<file path="config.mk">
export PLATFORM = sky130hd
export DESIGN_NAME = noc_leaf_injector
export DESIGN_NICKNAME = d
export VERILOG_FILES = /design/src/rtl/noc_leaf_injector.sv
export SDC_FILE = /design/constraint.sdc
export NUM_CORES = 1
export LEC_CHECK = 0
export ABC_CLOCK_PERIOD_IN_PS = 3900
export CAP_MARGIN = 20
export CORE_MARGIN = 2
export CORE_UTILIZATION = 45
export DETAILED_ROUTE_END_ITERATION = 10
export PLACE_DENSITY_LB_ADDON = 0.25
export SETUP_SLACK_MARGIN = 0.3
export SLEW_MARGIN = 10
export SYNTH_ARGS = -nofsm -noshare
export SYNTH_HDL_FRONTEND = slang
export SYNTH_SLANG_ARGS = --single-unit
</file>
<file path="constraint.sdc">
create_clock -name clk -period 3.9 [get_ports clk]
set_clock_uncertainty 0.05 [all_clocks]
set_input_delay 0.39 -clock clk [delete_from_list [all_inputs] [get_ports clk]]
set_output_delay 0.39 -clock clk [all_outputs]
set_load 0.01 [all_outputs]
</file>
<file path="src/rtl/noc_leaf_injector.sv">
// noc_leaf_injector
//   Credit-based injection stage between a traffic source and a NoC leaf_rx
//   port. Packets arrive on a valid/ready stream tagged with a VC index and
//   leave one cycle later on a registered one-hot vc_target/packet pair.
//   One credit counter per VC tracks free slots in the downstream VC FIFO.
//
// Ports
//   clk, rst_n        clock (posedge) and synchronous active-low reset
//   in_valid/ready    source handshake; in_vc selects the VC, in_packet = {addr, data}
//   tx_vc_target      one-hot VC of the packet on tx_packet, all-zero when idle
//   tx_packet         packet to topology leaf_rx (holds last value when idle)
//   rx_vc_credit_gnt  per-VC credit-return pulses from the topology
//   credits           packed per-VC credit counts, VC i at [i*CR_W +: CR_W]
//   pkt_count         packets sent since reset, wraps modulo 2^32
//   err_bad_vc        sticky: in_valid seen with in_vc >= VC_W
//   err_credit_ovf    sticky: credit returned to a VC already at full depth
module noc_leaf_injector #(
    parameter int unsigned VC_W          = 2,
    parameter int unsigned A_W           = 4,
    parameter int unsigned D_W           = 32,
    parameter int unsigned VC_FIFO_DEPTH = 8,
    localparam int unsigned VCI_W        = (VC_W > 1) ? $clog2(VC_W) : 1,
    localparam int unsigned CR_W         = $clog2(VC_FIFO_DEPTH + 1)
) (
    input  logic                 clk,
    input  logic                 rst_n,
    input  logic                 in_valid,
    output logic                 in_ready,
    input  logic [VCI_W-1:0]     in_vc,
    input  logic [A_W+D_W-1:0]   in_packet,
    output logic [VC_W-1:0]      tx_vc_target,
    output logic [A_W+D_W-1:0]   tx_packet,
    input  logic [VC_W-1:0]      rx_vc_credit_gnt,
    output logic [VC_W*CR_W-1:0] credits,
    output logic [31:0]          pkt_count,
    output logic                 err_bad_vc,
    output logic                 err_credit_ovf
);

    localparam logic [CR_W-1:0] CR_MAX = CR_W'(VC_FIFO_DEPTH);

    logic [CR_W-1:0] credit_q [VC_W];
    logic [CR_W-1:0] credit_d [VC_W];
    logic            vc_ok;
    logic            sel_has_credit;
    logic            fire;
    logic            ovf_hit;

    // Acceptance looks only at registered counts, so a credit returned on
    // this edge becomes usable no earlier than the next cycle.
    always_comb begin
        vc_ok          = 32'(in_vc) < VC_W;
        sel_has_credit = 1'b0;
        for (int unsigned i = 0; i < VC_W; i++) begin
            if (32'(in_vc) == i && credit_q[i] != '0) begin
                sel_has_credit = 1'b1;
            end
        end
        in_ready = rst_n && vc_ok && sel_has_credit;
        fire     = in_valid && in_ready;
    end

    // Per-VC next credit: a send and a return on the same edge cancel out;
    // a lone return at full depth saturates and flags overflow.
    always_comb begin
        ovf_hit = 1'b0;
        credits = '0;
        for (int unsigned i = 0; i < VC_W; i++) begin
            credit_d[i] = credit_q[i];
            if (fire && 32'(in_vc) == i && !rx_vc_credit_gnt[i]) begin
                credit_d[i] = credit_q[i] - CR_W'(1);
            end else if (rx_vc_credit_gnt[i] && !(fire && 32'(in_vc) == i)) begin
                if (credit_q[i] == CR_MAX) begin
                    ovf_hit = 1'b1;
                end else begin
                    credit_d[i] = credit_q[i] + CR_W'(1);
                end
            end
            credits[i*CR_W +: CR_W] = credit_q[i];
        end
    end

    always_ff @(posedge clk) begin
        if (!rst_n) begin
            for (int unsigned i = 0; i < VC_W; i++) begin
                credit_q[i] <= CR_MAX;
            end
            tx_vc_target   <= '0;
            tx_packet      <= '0;
            pkt_count      <= '0;
            err_bad_vc     <= 1'b0;
            err_credit_ovf <= 1'b0;
        end else begin
            for (int unsigned i = 0; i < VC_W; i++) begin
                credit_q[i] <= credit_d[i];
            end
            tx_vc_target <= '0;
            if (fire) begin
                tx_vc_target <= VC_W'(1) << in_vc;
                tx_packet    <= in_packet;
                pkt_count    <= pkt_count + 32'd1;
            end
            if (in_valid && !vc_ok) begin
                err_bad_vc <= 1'b1;
            end
            if (ovf_hit) begin
                err_credit_ovf <= 1'b1;
            end
        end
    end

endmodule

</file>
==> results.md, run 1 <==
- Setup CP Type: in2reg
- Total die area: 9740 um2
- DR top layer: met4
- H-tree depth: 3
- Postcts setup bufs: 0
- Worst r2r src: credit_q[0][0]$_SDFFE_PN0P_
- Max stage delay on crit path: 0.53 ns
- Worst path slowest cell: clkdlybuf4s50_1
- Clk_lat worst skew: 0.34 ns
- Drt first-iter violations: 133
- CP Depth: 12
- Cts-stage hold buffer count: 0
- Die H: 98.7 um
- Average size of a mapped cell: 9.09 um2
- First drt pass iteration count: 4
- Critical Path RT: 4.04 ns
- Post-CTS sizing: 0
- Worst setup endpoint: credit_q[0][7]$_SDFFE_PN1P_
- TritonCTS clock tree: built
- Sequential area share after synthesis: 39.2%
- Met3 WL post-DR: 768 um
- Post-layout util: 62.1%
- Setup TNS: 0 ns
- WL met1: 4310 um
- Synth Register Bits: 79
- Placed Instances: 652
- Diodes inserted: 0
- # setup viols final: 0
- Initial antenna violation count: 0
- R2R cell count: 11
- Highest Clock Rate: 296 MHz
- DRC viols: 0
- Root buf cell: clkbuf_8
- Largest net degree at the start of global routing: 43
- Max Cap Viol: 0
- RSZ-0062 raised after global routing: no
- Syn nets: 497
- Die Span X: 98.7 um
- Ratio of cells with drive above 1 in the final layout: 20.2%
- CTS max path bufs: 2
- IO Pins: 123
- Syn. warnings: 0
- DR vias: 3583
- Nets: 608
- Pwr Total: 1.98 mW
- RR Endpoint: credit_q[0][7]$_SDFFE_PN1P_
- Post-Route WL: 9570 um
- Final cell count without fillers: 668
- CTS Buf Count: 9
- GRT Total Usage: 19.9%
- Crit path max fanout: 42
- Area contributors post-synth: dfxtp_1, a21oi_2, nand2_1
- Endpoint class of the critical path: flop
- Startpoint types: input port
- Remaining antenna violation count after routing: 0
- Synth-to-Final Area Change: 34.2%
- HPWL after DPL: 6580 um
- First-pass GRT wire length: 16000 um
- Vias in the first global route: 3528
- Period utilisation layout: 86.7%
- Gpl congestion: 0.826
- Largest area contributor in the netlist: dfxtp_1
- Clk sinks: 79
- CP arrival: 3.52 ns
- CP delay by family, top: compound AO/OA/AOI/OAI gates
- Leakage power: 1.86 nW
- Routed wl met2: 4440 um
- Slew headroom: 62.0%
- Pwr Density: 366 nW/um2
- Core area: 8720 um2
- Vias per cell: 5.36
- Crit path top cell by count: ha_1
- Slew @ Worst Pin: 0.571 ns
- Total grt overflow: 0
- Gate Count Post-Synth: 444
- Cell breakdown of the critical path: clkdlybuf4s50_1 > or2b_2 > o221a_1 > buf_4 > nand2_1 > inv_1 > ha_1 > ha_1 > a21o_1 > a2111oi_0 > a311o_1 > a311oi_1
- Port bufs: 121
- Status: finished, final reports clean
- Count of final hold-check violations: 0
- VDD IR max: 0.172 mV
- DR WL/cell: 14.3 um
- Yosys cell types: 51
- Mapped Area: 4040 um2
- FP Rows: 34
- Crit. Startpoint: in_vc
- Minimum clock period: 3.38 ns
- Clock transition at path regs: 0.08 ns
- R2R Setup Slk: 0.58 ns
- Count of pins over their slew limit: 0
- Crit path buffers/inverters: 3
- Synth top area share: 39.2%
- Initial core utilization: 46.3%
- Hold WC Path Type: reg2reg
- Cells on Worst Hold Path: 2
[tightest hold or removal path: stages, from the launching register on]
cell     delay (ns)
dfxtp_1        0.33
nand2_2        0.06
a21oi_2        0.04
[per-stage QoR]
| step | instance area [um2] | hold slack, ns | setup WS (ns) |
|---|---|---|---|
| 5_1_grt | 5420 | 0.433 | 0.409 |
| 4_1_cts | 5420 | 0.415 | 0.569 |
| 6_report | 5420 | 0.415 | 0.520 |
| 2_1_floorplan | 4040 | 0.436 | 0.915 |
| 3_5_place_dp | 5190 | 0.403 | 0.236 |
| 3_3_place_gp | 5190 | 0.397 | 0.374 |
[layer usage]
layer	track usage [%]	up-vias
met5	0	-
met2	32.8	101
met3	7.52	4
li1	-	1773
met4	5.48	0
met1	24.4	1705
[synth_stat cells, drive strengths merged]
library cell,instances
buf,19
inv,16
nand3,8
nor2b,2
a311oi,1
a21oi,60
nand2b,11
nor3,3
a31oi,1
conb,1
or4,12
and4,6
nor4,10
and3,5
a21o,4
a311o,1
fa,2
clkbuf,9
or3,8
nand2,106
a2111oi,2
ha,9
a211oi,3
mux2i,13
or2b,1
nor2,8
o311a,1
o22ai,1
o221ai,1
dfxtp,79
nand4,12
o221a,1
and2,3
o31ai,11
or2,2
xnor2,5
nor3b,1
o21ai,6
[cells in the final DEF (no fill, tap or decap), types with 2 or more instances in the layout]
cell             instances
clkbuf_8                10
dfxtp_1                 79
o31ai_1                 11
and2_1                   2
nor2_1                   8
or4_1                   12
and3_1                   5
inv_1                   15
o21ai_0                  3
clkdlybuf4s50_1        121
mux2i_1                 13
nor4_1                  10
or2_2                    2
xnor2_1                  5
or3_1                    6
a2111oi_0                2
a21oi_1                 20
buf_4                    7
bufinv_16                2
nor2b_1                  2
nand2b_1                11
nand4_1                 11
a21o_1                   3
fa_1                     2
a211oi_1                 3
and4_1                   6
nand3_1                  7
nand2_2                 37
nand2_1                 69
a21oi_2                 40
nor3_1                   3
o21ai_2                  3
ha_1                     9
or3_4                    2
[layout make-up]
class	count	area, um2
fillers	792	3310
well taps	108	135
inverters	16	60.1
multi-input cells	321	2150
clock inverters	5	81.3
flip-flops and latches	79	1580
repair buffers	128	1260
clock buffers	11	141
[worst min path at each step]
| stage | from | endpoint | slack (ns) |
|---|---|---|---|
| detailed placement | tx_packet[12]$_SDFFE_PN0N_ | tx_packet[12]$_SDFFE_PN0N_ | 0.40 |
| global placement | tx_packet[16]$_SDFFE_PN0N_ | tx_packet[16]$_SDFFE_PN0N_ | 0.40 |
| global route | tx_packet[25]$_SDFFE_PN0N_ | tx_packet[25]$_SDFFE_PN0N_ | 0.43 |
| floorplan | tx_packet[0]$_SDFFE_PN0N_ | tx_packet[0]$_SDFFE_PN0N_ | 0.44 |
| finish | tx_packet[13]$_SDFFE_PN0N_ | tx_packet[13]$_SDFFE_PN0N_ | 0.42 |
| CTS | tx_packet[20]$_SDFFE_PN0N_ | tx_packet[20]$_SDFFE_PN0N_ | 0.42 |
[kinds of logic (layout without fill, tap and decap cells)]
kind of cell	after synthesis	in the layout	share of synthesized area, %
multiplexers	13	13	3.22
AND/OR/NAND/NOR	198	198	27.2
AO/OA/AOI/OAI	93	93	18.0
adder cells (fa/ha/maj)	11	11	3.78
other	1	1	0.0929
flip-flops	79	79	39.2
buffers and inverters	44	160	7.47
XOR/XNOR	5	5	1.09
[power by group]
group	leakage [nW]	total [mW]	internal [mW]	switching, mW
registers	0.642	0.897	0.850	0.0477
clock network	0.110	0.682	0.379	0.303
logic	1.11	0.400	0.204	0.196
[sequential cells by signal, indices dropped and copies added, names as in the netlist]
| register | cells |
|---|---|
| credit_q | 8 |
| tx_vc_target | 2 |
| tx_packet | 36 |
| err_credit_ovf | 1 |
| pkt_count | 32 |
Note: power is estimated with default switching activity, not from simulation.
==> run 2, diff against run 1 <==
--- a/config.mk
+++ b/config.mk
@@ -7,7 +7,6 @@
 export LEC_CHECK = 0
 export ABC_CLOCK_PERIOD_IN_PS = 3900
 export CAP_MARGIN = 20
-export CORE_MARGIN = 2
 export CORE_UTILIZATION = 45
 export DETAILED_ROUTE_END_ITERATION = 10
 export PLACE_DENSITY_LB_ADDON = 0.25
==> results.md, run 2 (synthesis results as in run 1) <==
- Status: finished, final reports clean
- Top reg by flops: tx_packet
- DRC viols: 0 (unchanged)
- Nets: 607 (-0.16%)
- Clock transition at path regs: 0.08 ns (about the same)
- RSZ-0062 raised after global routing: no
- Largest registers: tx_packet (36), pkt_count (32), credit_q (8)
- R2R Setup Slk: 0.55 ns (-0.03 ns)
- Setup CP Type: in2reg
- Root buf cell: clkbuf_8
- Period utilisation layout: 87.2% (+0.52 points)
- VDD IR max: 0.198 mV (+15%)
- Die Span X: 96.7 um (-2.0%)
- Count of pins over their slew limit: 0 (unchanged)
- Crit path top cell by count: ha_1
- Max Cap Viol: 0 (unchanged)
- Die H: 96.7 um (-2.0%)
- GRT Total Usage: 20.2% (+0.30 points)
- Cts-stage hold buffer count: 0 (unchanged)
- Worst path slowest cell: a2111oi_0
- Commonest cells after routing, fill and taps aside: clkdlybuf4s50_1, dfxtp_1, nand2_1
- Crit path max fanout: 42 (unchanged)
- Worst Setup Slack, final: 0.500 ns (-0.0203 ns)
- Pwr Density: 373 nW/um2 (+2.0%)
- DR vias: 3559 (-0.67%)
- Max stage delay on crit path: 0.56 ns (+0.03 ns)
- H-tree depth: 3 (unchanged)
- Initial antenna violation count: 0 (unchanged)
- FP Rows: 34 (unchanged)
- Count of final hold-check violations: 0 (unchanged)
- Hold endpoint: tx_packet[29]$_SDFFE_PN0N_
- Setup TNS: 0 ns (unchanged)
- First drt pass iteration count: 4 (unchanged)
- CTS Buf Count: 9 (unchanged)
- HPWL after DPL: 6380 um (-3.0%)
- Hold WC Path Type: reg2reg
- CP arrival: 3.55 ns (+0.03 ns)
- Post-CTS sizing: 0 (unchanged)
- Footprint of the multi-input gates: 2150 um2 (unchanged)
- Clk_lat worst skew: 0.34 ns (about the same)
- Cell breakdown of the critical path: clkdlybuf4s50_1 > or2b_2 > o221a_1 > buf_4 > nand2_1 > inv_1 > ha_1 > ha_1 > a21o_1 > a2111oi_0 > a311o_1 > a311oi_1
- Total grt overflow: 0 (unchanged)
- Critical Path RT: 4.05 ns (about the same)
- Post-Route WL: 9320 um (-2.7%)
- Endpoint class of the critical path: flop
- Port bufs: 121 (unchanged)
- Pre-CTS setup slack: 0.208 ns (-0.0278 ns)
- # setup viols final: 0 (unchanged)
- Commonest non-fill, non-tap cell in the layout: clkdlybuf4s50_1
- Ratio of cells with drive above 1 in the final layout: 19.9% (-0.29 points)
- Postcts setup bufs: 0 (unchanged)
- Diodes inserted: 0 (unchanged)
- Leakage power: 1.87 nW (+0.23%)
- Worst Hold Launch: tx_packet[29]$_SDFFE_PN0N_
- TritonCTS clock tree: built
- Remaining antenna violation count after routing: 0 (unchanged)
- Highest Clock Rate: 294 MHz (-0.60%)
- Crit path buffers/inverters: 3 (unchanged)
- Largest net degree at the start of global routing: 66 (+53%)
- Minimum clock period: 3.40 ns (+0.0203 ns)
- DR WL/cell: 14.0 um (-2.4%)
- Slew headroom: 36.6% (-25 points)
- Fill cells: 756 (-4.5%)
- Startpoint types: input port
- First-pass GRT wire length: 15800 um (-1.6%)
- CTS max path bufs: 2 (unchanged)
- Cells on Worst Hold Path: 2 (unchanged)
- Total die area: 9350 um2 (-4.0%)
- Reg area: 1580 um2 (unchanged)
- Drt first-iter violations: 141 (+6.0%)
- Gpl congestion: 0.849 (+2.8%)
- IO Pins: 123 (unchanged)
- Clk sinks: 79 (unchanged)
- Core area: 8720 um2 (unchanged)
- Initial core utilization: 46.3% (unchanged)
- CP delay by family, top: compound AO/OA/AOI/OAI gates
- Vias in the first global route: 3484 (-1.2%)
- Slew @ Worst Pin: 0.951 ns (+0.380 ns)
- RR Endpoint: credit_q[0][7]$_SDFFE_PN1P_
- Synth-to-Final Area Change: 34.6%
- Vias per cell: 5.34 (-0.37%)
- Max reg flops: 36 (unchanged)
- R2R cell count: 11 (unchanged)
- Worst r2r src: credit_q[0][0]$_SDFFE_PN0P_
run 2: changes by cell type in the layout (fill, tap and decap cells not counted), sizes merged:
| cell | before | now |
|---|---|---|
| buf | 7 | 6 |
| bufinv | 2 | 3 |
| clkbuf | 11 | 10 |
| clkinv | 2 | 0 |
| inv | 16 | 17 |
run 2: worst max-delay path by stage:
| stage | startpoint | endpoint | slack [ns] | cells past startpoint |
|---|---|---|---|---|
| after floorplan | credit_q[0][0]$_SDFFE_PN0P_ | credit_q[0][3]$_SDFFE_PN1P_ | 0.92 | 11 |
| after global placement | in_vc | credit_q[0][7]$_SDFFE_PN1P_ | 0.37 | 12 |
| after detailed placement | in_vc | credit_q[0][7]$_SDFFE_PN1P_ | 0.21 | 12 |
| after CTS | in_vc | credit_q[0][7]$_SDFFE_PN1P_ | 0.57 | 12 |
| after global routing | rst_n | credit_q[0][7]$_SDFFE_PN1P_ | 0.36 | 12 |
| final | in_vc | credit_q[0][7]$_SDFFE_PN1P_ | 0.50 | 12 |
run 2: layer usage:
metal	vias up	routed length, um	GRT usage, %
met2	116	4230	31.9
met5	-	0	0
met1	1658	4170	25.0
met3	11	789	6.94
li1	1774	-	-
met4	0	125	8.38
run 2: metrics by stage:
stage	cell area [um2]	power [mW]	util [%]	std cells	hold WS [ns]
finish	5430	2.03	62.3	666	0.411
global route	5430	2.13	62.3	666	0.427
CTS	5430	2.05	62.3	666	0.416
detailed placement	5200	1.32	59.6	651	0.401
global placement	5200	1.31	59.6	651	0.397
floorplan	4040	1.16	-	444	0.436
run 2: power breakdown:
group / internal (mW) / switching [mW]
Clock: 0.425 / 0.301
Sequential: 0.850 / 0.0487
Combinational: 0.206 / 0.196
Total: 1.48 / 0.546
run 2: worst reg2reg max path: cells and delay by family, from the launching register on:
kind	cells	cell delay [ns]
AO/OA/AOI/OAI	5	1.31
buffers and inverters	2	0.32
AND/OR/NAND/NOR	2	0.61
adder cells (fa/ha/maj)	2	0.52
flip-flops	1	0.38
run 2: final cells by class:
cell class,count,share of cell area [%]
inverter,16,1.11
multi-input combinational,321,39.6
tap,108,2.49
sequential,79,29.1
clock inverter,5,1.96
clock buffer,10,2.35
timing repair buffer,127,23.4
==> run 3, diff against run 2 <==
--- a/config.mk
+++ b/config.mk
@@ -8,6 +8,7 @@
 export ABC_CLOCK_PERIOD_IN_PS = 3900
 export CAP_MARGIN = 20
 export CORE_UTILIZATION = 45
+export CTS_CLUSTER_SIZE = 16
 export DETAILED_ROUTE_END_ITERATION = 10
 export PLACE_DENSITY_LB_ADDON = 0.25
 export SETUP_SLACK_MARGIN = 0.3
==> constraint.sdc (replaced) <==
create_clock -name clk -period 3.9 [get_ports clk]
set_clock_uncertainty 0.05 [all_clocks]
set_input_delay 0.585 -clock clk [delete_from_list [all_inputs] [get_ports clk]]
set_output_delay 0.585 -clock clk [all_outputs]
set_load 0.01 [all_outputs]
==> results.md, run 3 (synthesis results as in run 1) <==
- Status: finished, final reports clean
- Max reg flops: 36 (unchanged)
- Max Cap Viol: 0 (unchanged)
- CTS max path bufs: 2 (unchanged)
- First-pass GRT wire length: 16500 um (+4.6%)
- Critical Path RT: 4.09 ns (+0.04 ns)
- Period utilisation layout: 84.9% (-2.3 points)
- Slew headroom: 35.9% (-0.68 points)
- CTS Buf Count: 9 (unchanged)
- Initial core utilization: 46.3% (unchanged)
- Largest registers: tx_packet (36), pkt_count (32), credit_q (8)
- First drt pass iteration count: 4 (unchanged)
- Startpoint types: input port
- Cts-stage hold buffer count: 0 (unchanged)
- Minimum clock period: 3.31 ns (-0.0894 ns)
- Vias per cell: 5.35 (about the same)
- Largest net degree at the start of global routing: 66 (unchanged)
- Count of final hold-check violations: 0 (unchanged)
- Clk_lat worst skew: 0.35 ns (about the same)
- Gate power share: 21.6% (+1.8 points)
- Pint: 1.33 mW (-9.8%)
- Initial antenna violation count: 0 (unchanged)
- DR vias: 3567 (+0.22%)
- VDD IR max: 0.178 mV (-10%)
- IO Pins: 123 (unchanged)
- GR met2 Demand/Resource: 34.6% (+2.7 points)
- HPWL after DPL: 6750 um (+5.9%)
- Diodes inserted: 0 (unchanged)
- Ratio of cells with drive above 1 in the final layout: 20.2% (+0.32 points)
- Net Switching: 0.542 mW (-0.65%)
- Pre-CTS setup slack: 0.238 ns (+0.0300 ns)
- Vias in the first global route: 3604 (+3.4%)
- Top reg by flops: tx_packet
- Slew @ Worst Pin: 0.961 ns (+0.0101 ns)
- CP arrival: 3.50 ns (-0.05 ns)
- Total grt overflow: 0 (unchanged)
- Endpoint class of the critical path: flop
- RSZ-0062 raised after global routing: no
- # setup viols final: 0 (unchanged)
- Crit path max fanout: 6 (-86%)
- Remaining antenna violation count after routing: 0 (unchanged)
- H-tree depth: 3 (unchanged)
- Leakage power: 1.85 nW (-0.76%)
- Post-Route WL: 9720 um (+4.3%)
- Count of pins over their slew limit: 0 (unchanged)
- Met3 usage: 6.65% (-0.29 points)
- Port bufs: 121 (unchanged)
- Worst Setup Slack, final: 0.589 ns (+0.0894 ns)
- Setup TNS: 0 ns (unchanged)
- Postcts setup bufs: 0 (unchanged)
- Core area: 8720 um2 (unchanged)
- Commonest non-fill, non-tap cell in the layout: clkdlybuf4s50_1
- DR WL/cell: 14.6 um (+4.1%)
- Pwr Total: 1.88 mW (-7.3%)
- Drt first-iter violations: 137 (-2.8%)
- Clk sinks: 79 (unchanged)
- TritonCTS clock tree: built
- Root buf cell: clkbuf_8
- Synth-to-Final Area Change: 33.5%
- Top Usage Layer GRT: met2
- Clock transition at path regs: 0.09 ns (about the same)
- Post-CTS sizing: 0 (unchanged)
- Sequential power share: 47.8% (+3.4 points)
- FP Rows: 34 (unchanged)
- Gpl congestion: 0.874 (+2.9%)
- Total die area: 9350 um2 (unchanged)
- M1 GR Usage: 25.9% (+0.88 points)
- Switch share: 28.9% (+1.9 points)
- Commonest cells after routing, fill and taps aside: clkdlybuf4s50_1, dfxtp_1, nand2_1
- DRC viols: 0 (unchanged)
- Nets: 608 (+0.16%)
- Hold WC Path Type: reg2reg
- Die Span X: 96.7 um (unchanged)
- Die H: 96.7 um (unchanged)
- Clock Power Share: 30.6% (-5.2 points)
- Setup CP Type: in2reg
- Pwr Density: 348 nW/um2 (-6.6%)
- GRT Total Usage: 21.0% (+0.85 points)
- Highest Clock Rate: 302 MHz (+2.7%)
run 3: cell count changes in the layout (fill, tap and decap cells not counted), sizes merged:
cell,change
clkinv,+2
buf,+1
inv,-1
clkbuf,+2
bufinv,-3
run 3: stage by stage:
stage | cell area, um2 | hold slack [ns] | instances | utilization (%)
global placement | 5200 | 0.397 | 652 | 59.7
finish | 5390 | 0.411 | 667 | 61.8
global route | 5390 | 0.425 | 667 | 61.8
detailed placement | 5200 | 0.399 | 652 | 59.7
CTS | 5390 | 0.411 | 667 | 61.8
floorplan | 4040 | 0.436 | 444 | -
run 3: cell type report:
class,instances,area [um2]
clock buffer,12,165
timing repair buffer,128,1280
inverter,16,60.1
multi-input combinational,321,2150
clock inverter,3,17.5
fill,787,3330
tap,108,135
sequential,79,1580
run 3: power groups by stage:
stage / Clock [mW] / Sequential, mW / Combinational [mW]
floorplan: 0 / 0.927 / 0.236
global placement: 0 / 0.914 / 0.397
detailed placement: 0 / 0.916 / 0.408
CTS: 0.589 / 0.898 / 0.410
global route: 0.620 / 0.904 / 0.447
finish: 0.575 / 0.897 / 0.405
run 3: final timing paths:
path | start | end | slack [ns] | cells after the start
setup reg to reg | credit_q[0][0]$_SDFFE_PN0P_ | credit_q[0][3]$_SDFFE_PN1P_ | 0.82 | 10
hold / removal | tx_packet[7]$_SDFFE_PN0N_ | tx_packet[7]$_SDFFE_PN0N_ | 0.41 | 2
setup / recovery | in_vc | credit_q[0][3]$_SDFFE_PN1P_ | 0.59 | 11
hold reg to reg | tx_packet[7]$_SDFFE_PN0N_ | tx_packet[7]$_SDFFE_PN0N_ | 0.41 | 2
run 3: per-layer routing:
layer / vias to the layer above / wire, um
li1: 1776 / -
met1: 1674 / 4360
met2: 106 / 4500
met3: 11 / 734
met4: 0 / 125
met5: - / 0
run 3: critical path, cell delays in order:
cell	delay (ns)
clkdlybuf4s50_1	0.51
or2b_2	0.35
o221a_1	0.25
nand2b_1	0.12
inv_1	0.06
ha_1	0.25
ha_1	0.31
a21o_2	0.22
a21o_1	0.20
or4_1	0.49
o311a_1	0.15
